===== config.mk =====
export PLATFORM = sky130hd
export DESIGN_NAME = asr
export DESIGN_NICKNAME = d
export VERILOG_FILES = /design/src/rtl/asr.sv
export SDC_FILE = /design/constraint.sdc
export NUM_CORES = 1
export LEC_CHECK = 0
export CORE_MARGIN = 2
export CORE_UTILIZATION = 30
export CTS_CLUSTER_DIAMETER = 120
export DETAILED_ROUTE_END_ITERATION = 7
export PLACE_DENSITY = 0.45
export SYNTH_ARGS = -nofsm -noshare
export SYNTH_HDL_FRONTEND = slang
export SYNTH_SLANG_ARGS = --single-unit

===== constraint.sdc =====
create_clock -name clk -period 3 [get_ports clk]
set_input_delay 0.9 -clock clk [delete_from_list [all_inputs] [get_ports clk]]
set_output_delay 0.9 -clock clk [all_outputs]
set_load 0.005 [all_outputs]

===== src/rtl/asr.sv =====
// Addressable shift register: tapped delay line with random-access read of any stage.
// Define ASR_REG_OUT_EN to register dataout (one clock read latency).
module asr #(
  parameter int unsigned N      = 8,
  parameter int unsigned DEPTH  = 16,
  parameter int unsigned ADDR_W = 4
) (
  input  logic              clk,
  input  logic              reset,
  input  logic              enable,
  input  logic [N-1:0]      q,
  input  logic [ADDR_W-1:0] addr,
  output logic [N-1:0]      dataout
);

  logic [N-1:0] stage_q [DEPTH];
  logic [N-1:0] stage_d [DEPTH];

  // Shift/hold only; reset is applied in the register block.
  always_comb begin
    for (int i = 0; i < DEPTH; i++) begin
      stage_d[i] = stage_q[i];
    end
    if (enable) begin
      stage_d[0] = q;
      for (int i = 1; i < DEPTH; i++) begin
        stage_d[i] = stage_q[i-1];
      end
    end
  end

  always_ff @(posedge clk) begin
    if (reset) begin
      for (int i = 0; i < DEPTH; i++) begin
        stage_q[i] <= '0;
      end
    end else begin
      for (int i = 0; i < DEPTH; i++) begin
        stage_q[i] <= stage_d[i];
      end
    end
  end

  // Mux by address match so an addr >= DEPTH selects nothing and yields 0, never X.
  function automatic logic [N-1:0] sel(input logic [N-1:0] st [DEPTH],
                                       input logic [ADDR_W-1:0] a);
    logic [N-1:0] r;
    r = '0;
    for (int i = 0; i < DEPTH; i++) begin
      if (a == ADDR_W'(i)) begin
        r = st[i];
      end
    end
    return r;
  endfunction

`ifdef ASR_REG_OUT_EN
  always_ff @(posedge clk) begin
    if (reset) begin
      dataout <= '0;
    end else begin
      dataout <= sel(stage_d, addr);
    end
  end
`else
  always_comb begin
    dataout = sel(stage_q, addr);
  end
`endif

endmodule


; ---- After elaboration in Yosys (flattened, before gate mapping)
; Index checks and enable logic that the tools add are counted.
[totals]
register_bits = 128
inputBits = 15
out_inout_bits = 8
[op_classes]
n_eq_ne = 15
mux = 16
n_reduce_logical = 1
[ops]
columns = cell, count
row1 = $mux 8, 16
row2 = $eq 4x4->1 const B, 8
row3 = $eq 4x3->1 const B, 4
row4 = $eq 4x2->1 const B, 2
row5 = $eq 4x1->1 const B, 1
row6 = $logic_not 4->1, 1

; ---- Logic depth before layout (Yosys ltp)
[depth]
word_depth = 17
ltp_mapped = 8
depth_no_buf = 5

; ---- Worst setup path before layout
; Ideal clock, no wire load.
[synth_timing]
path_kind = input to output
startpoint = input port addr[0]
endpoint = output port dataout[0]
arrival_ns = 2.005
required_ns = 2.100
setup_slack_ns = 0.095
stages = 4
n_path_buf = 2
cell_sequence = buf_6 -> buf_6 -> mux4_2 -> a311o_1
[synth_via]
elab_chain_len = 17
elab_cells_between_ends = 32
[synth_lines]
columns = item, line_no
row1 = start: declaration, 12  ; input logic [ADDR_W-1:0] addr,
row2 = $logic_not 4->1, 50  ; if (a == ADDR_W'(i)) begin
row3 = $mux 8 (15 in series), 50
row4 = $mux 8 (*), 50
row5 = end: declaration, 13  ; output logic [N-1:0] dataout
; Mark *: on every way between the ends. The rest lies on a longest branch, timed or not.

; ---- Worst setup path in the final report
; Same ends and word-level chain as after synthesis.

==> results_tabular.tex <==
\begin{tabular}{lr}
\hline
Metric & Value \\
\hline
\multicolumn{2}{l}{\textbf{Global route}} \\
First-pass GRT wire length & 23200 microns \\
GRT Total Usage & 0.147 \\
Vias in the first global route & 4358 \\
Number of antenna violations at the first check in global routing & 0 \\
GR Overflow Total & 0 \\
Pin count of the biggest net entering global routing & 50 \\
\multicolumn{2}{l}{\textbf{Setup path}} \\
Worst flop-to-flop path endpoint & stage\_q[114] \\
Kind of end point of the critical path & output pin \\
Data required time at the worst endpoint & 2100 ps \\
Largest driver fanout on the critical path & 6 \\
Reg-to-reg critical path startpoint & stage\_q[122] \\
Setup Crit Path Kind & input port to output pin \\
WP data arrival & 2270 ps \\
Worst path most repeated cell & sky130\_fd\_sc\_hd\_\_buf\_12 \\
CP max stage cell & sky130\_fd\_sc\_hd\_\_mux4\_2 \\
Cell chain of the critical path & buf\_12, buf\_12, buf\_4, mux4\_2, a311o\_1, buf\_2 \\
Depth of the worst register-to-register path & 3 \\
Element type at the critical path start & input port \\
Register-to-register setup slack & 2250 ps \\
Max stage delay on crit path & 510 ps \\
\multicolumn{2}{l}{\textbf{Placement}} \\
Number of input and output port buffers inserted & 22 \\
Estimated wirelength of the detail-placed design & 9420 microns \\
Placed instance area & 0.00649 sq mm \\
GPL Wtd Cong & 0.772 \\
Cells after DPL & 839 \\
\multicolumn{2}{l}{\textbf{Clocking}} \\
Post-cts hold buffer count & 0 \\
Worst-case clock buffer depth & 2 \\
Clock tree from TritonCTS & yes \\
Clock root buffer & sky130\_fd\_sc\_hd\_\_clkbuf\_16 \\
Register clock-pin slew on the reported worst setup and hold paths & 60 ps \\
Inserted Clock Buffers & 17 \\
Clock network latency to the later pin of the worst-skew pair & 420 ps \\
H-tree levels & 4 \\
Num Clock Sinks & 128 \\
\multicolumn{2}{l}{\textbf{Pwr}} \\
Power per cell area & 573 mW/mm\^{}2 \\
Static Leakage & 3.23 nW \\
Largest voltage drop on the vdd net & 0.000371 V \\
\multicolumn{2}{l}{\textbf{Floorplan}} \\
Top-level I/O count & 23 \\
Initial cell density of the core & 0.306 \\
Die extent in x & 142 microns \\
Floorplan core area & 0.0187 sq mm \\
Die Height & 142 microns \\
Area enclosed by the die boundary & 0.0202 sq mm \\
Number of cell rows & 50 \\
\multicolumn{2}{l}{\textbf{STA}} \\
Relative slew slack & 0.651 \\
Final WS setup & -169 ps \\
Total count of hold-check failures in the final report & 0 \\
Transition time at the pin with the least slew margin & 523 ps \\
Number of max-slew violations in the final report & 0 \\
Unrepaired setup endpoints after global routing & true \\
Final cycle utilization of the critical path & 1.06 \\
Setup Skew & 9.50 ps \\
Final min period & 3170 ps \\
Timing-limited maximum frequency & 0.316 GHz \\
Setup violators final & 8 \\
\multicolumn{2}{l}{\textbf{Drt}} \\
Final routed DRC violation total & 0 \\
Total wirelength of the detailed-routed design & 14300 microns \\
Mean number of vias per cell & 4.91 \\
Wire length per cell & 16.1 microns \\
Iter 0 DRT Violations & 173 \\
Final ANT Viol Nets & 0 \\
Total number of vias & 4365 \\
Total iterations of the first detailed-routing run & 4 \\
\multicolumn{2}{l}{\textbf{Outcome}} \\
Violations in the final reports & setup timing \\
Result of the run & complete, but fails checks \\
\multicolumn{2}{l}{\textbf{Finish}} \\
Layout cell share with drive strength beyond 1 & 0.281 \\
Max FFs per register & 128 \\
Biggest register & stage\_q \\
Count of inserted antenna diode cells & 0 \\
Biggest regs & stage\_q (128) \\
Final cell area excluding filler cells & 0.00753 sq mm \\
Area used by multi-input combinational logic & 0.00312 sq mm \\
Net count, final & 657 \\
\# fillers & 1819 \\
Cell Count, Final, Fillers Out & 889 \\
Layout area overhead & 31.4\% \\
Core Util, Final & 0.403 \\
Flip-flop and latch area & 0.00256 sq mm \\
\multicolumn{2}{l}{\textbf{Run}} \\
Max-cap violation count & 0 \\
\multicolumn{2}{l}{\textbf{Yosys}} \\
Number of instances in the synthesized netlist & 572 \\
Sequential-to-total area share from yosys stat & 0.447 \\
Fraction of post-synthesis cell area in the top cell type by area & 0.447 \\
Yosys warnings & 0 \\
Synth async-reset ratio & 0 \\
Cell type contributing the most total cell area after synthesis & sky130\_fd\_sc\_hd\_\_dfxtp\_1 \\
Most used standard cell by instance count after synthesis & sky130\_fd\_sc\_hd\_\_nor2\_1 \\
Avg Inst Size Synth & 10.0 sq um \\
Top cells by area in the synthesized netlist & sky130\_fd\_sc\_hd\_\_dfxtp\_1, sky130\_fd\_sc\_hd\_\_mux2i\_1, sky130\_fd\_sc\_hd\_\_nor2\_1 \\
Primary flip-flop cell chosen by synthesis mapping & sky130\_fd\_sc\_hd\_\_dfxtp\_1 \\
Synthesized flop and latch total & 128 \\
Syn\_nets & 587 \\
Summed instance area of the synthesized netlist & 0.00573 sq mm \\
Synth cell count leaders & sky130\_fd\_sc\_hd\_\_nor2\_1, sky130\_fd\_sc\_hd\_\_mux2i\_1, sky130\_fd\_sc\_hd\_\_dfxtp\_1 \\
Netlist cell types & 41 \\
EDFF count, synth & 0 \\
\multicolumn{2}{l}{\textbf{Hold path}} \\
Worst min-delay path endpoint & stage\_q[7] \\
Hold Startpoint & stage\_q[7] \\
Class of the worst hold path & flip-flop to flip-flop \\
Hold depth & 2 \\
\hline
\end{tabular}
## placed cells by master, fill, tap and decap left out, drive strengths merged, types with 2 or more instances in the layout
cell and instances:
a211oi 3, nor2 142, clkbuf 23, o21ai 17, mux2 8, nor2b 6
nand3 4, nand2 9, a21o 2, and3 2, buf 86, o221ai 4
mux4 14, o211ai 2, nand2b 4, a32oi 3, bufinv 4, inv 5
dfxtp 128, a21oi 12, a311o 2, clkdlybuf4s50 8, clkinv 6, a22o 3
nor3 2, a221oi 3, o31ai 4, mux2i 135, a22oi 4
## final cells by class
cell class              count  area share
inverters                   5     0.00299
clock buffers              21      0.0625
multi-input cells         394       0.414
flip-flops and latches    128       0.340
repair buffers             96       0.120
clock inverters            11      0.0211
well taps                 234      0.0389
## metal layers
metal,wire length [microns],track usage,vias to the layer above,share of wire
met4,214,0.0500,0,0.015
met1,7090,0.200,2130,0.50
li1,-,-,2161,-
met3,499,0.0414,11,0.035
met5,0,0,-,0
met2,6490,0.224,63,0.45
## worst max-delay path: cells and delay by family
kind | cells | cell delay (ps)
multiplexers | 1 | 510
buffers and inverters | 4 | 480
AO/OA/AOI/OAI | 1 | 370
## kinds of logic after synthesis
family,share of synthesized area
mux,0.311
simple gates,0.121
buf+inv,0.0421
compound gates,0.0786
flops,0.447
## power breakdown
| group | internal (W) | switching (W) | leakage, nW |
|---|---|---|---|
| Combinational | 0.000194 | 0.000196 | 1.88 |
| Sequential | 0.00171 | 0.0000113 | 1.03 |
| Clock | 0.00145 | 0.000749 | 0.317 |
## through the flow
stage | worst slack [ps] | hold slack, ps | TNS, ps | power, W
6_report | -169 | 494 | -899 | 0.00431
5_1_grt | -237 | 528 | -1320 | 0.00449
3_5_place_dp | -904 | 484 | -6500 | 0.00210
2_1_floorplan | 95.2 | 452 | 0 | 0.00196
3_3_place_gp | -925 | 468 | -6440 | 0.00210
4_1_cts | -184 | 499 | -1080 | 0.00435
## worst max path at each step
stage / depth (start not counted) / slack, ps / to / from
final: 6 / -170 / dataout[0] / addr[0]
after global routing: 7 / -240 / dataout[7] / addr[0]
after CTS: 7 / -180 / dataout[0] / addr[0]
after detailed placement: 9 / -900 / dataout[2] / addr[2]
after global placement: 10 / -920 / dataout[2] / addr[2]
after floorplan: 4 / 100 / dataout[0] / addr[0]
## repair_timing
item | 4_1_cts | 5_1_grt
gates resized for setup | 103 | 27
setup buffers | 9 | 10
pin swaps | 26 | 17
gates cloned | 1 | 1
setup endpoints to repair | 8 | 8
hold endpoints to repair | 0 | 0
(Power assumes the default switching activity.)
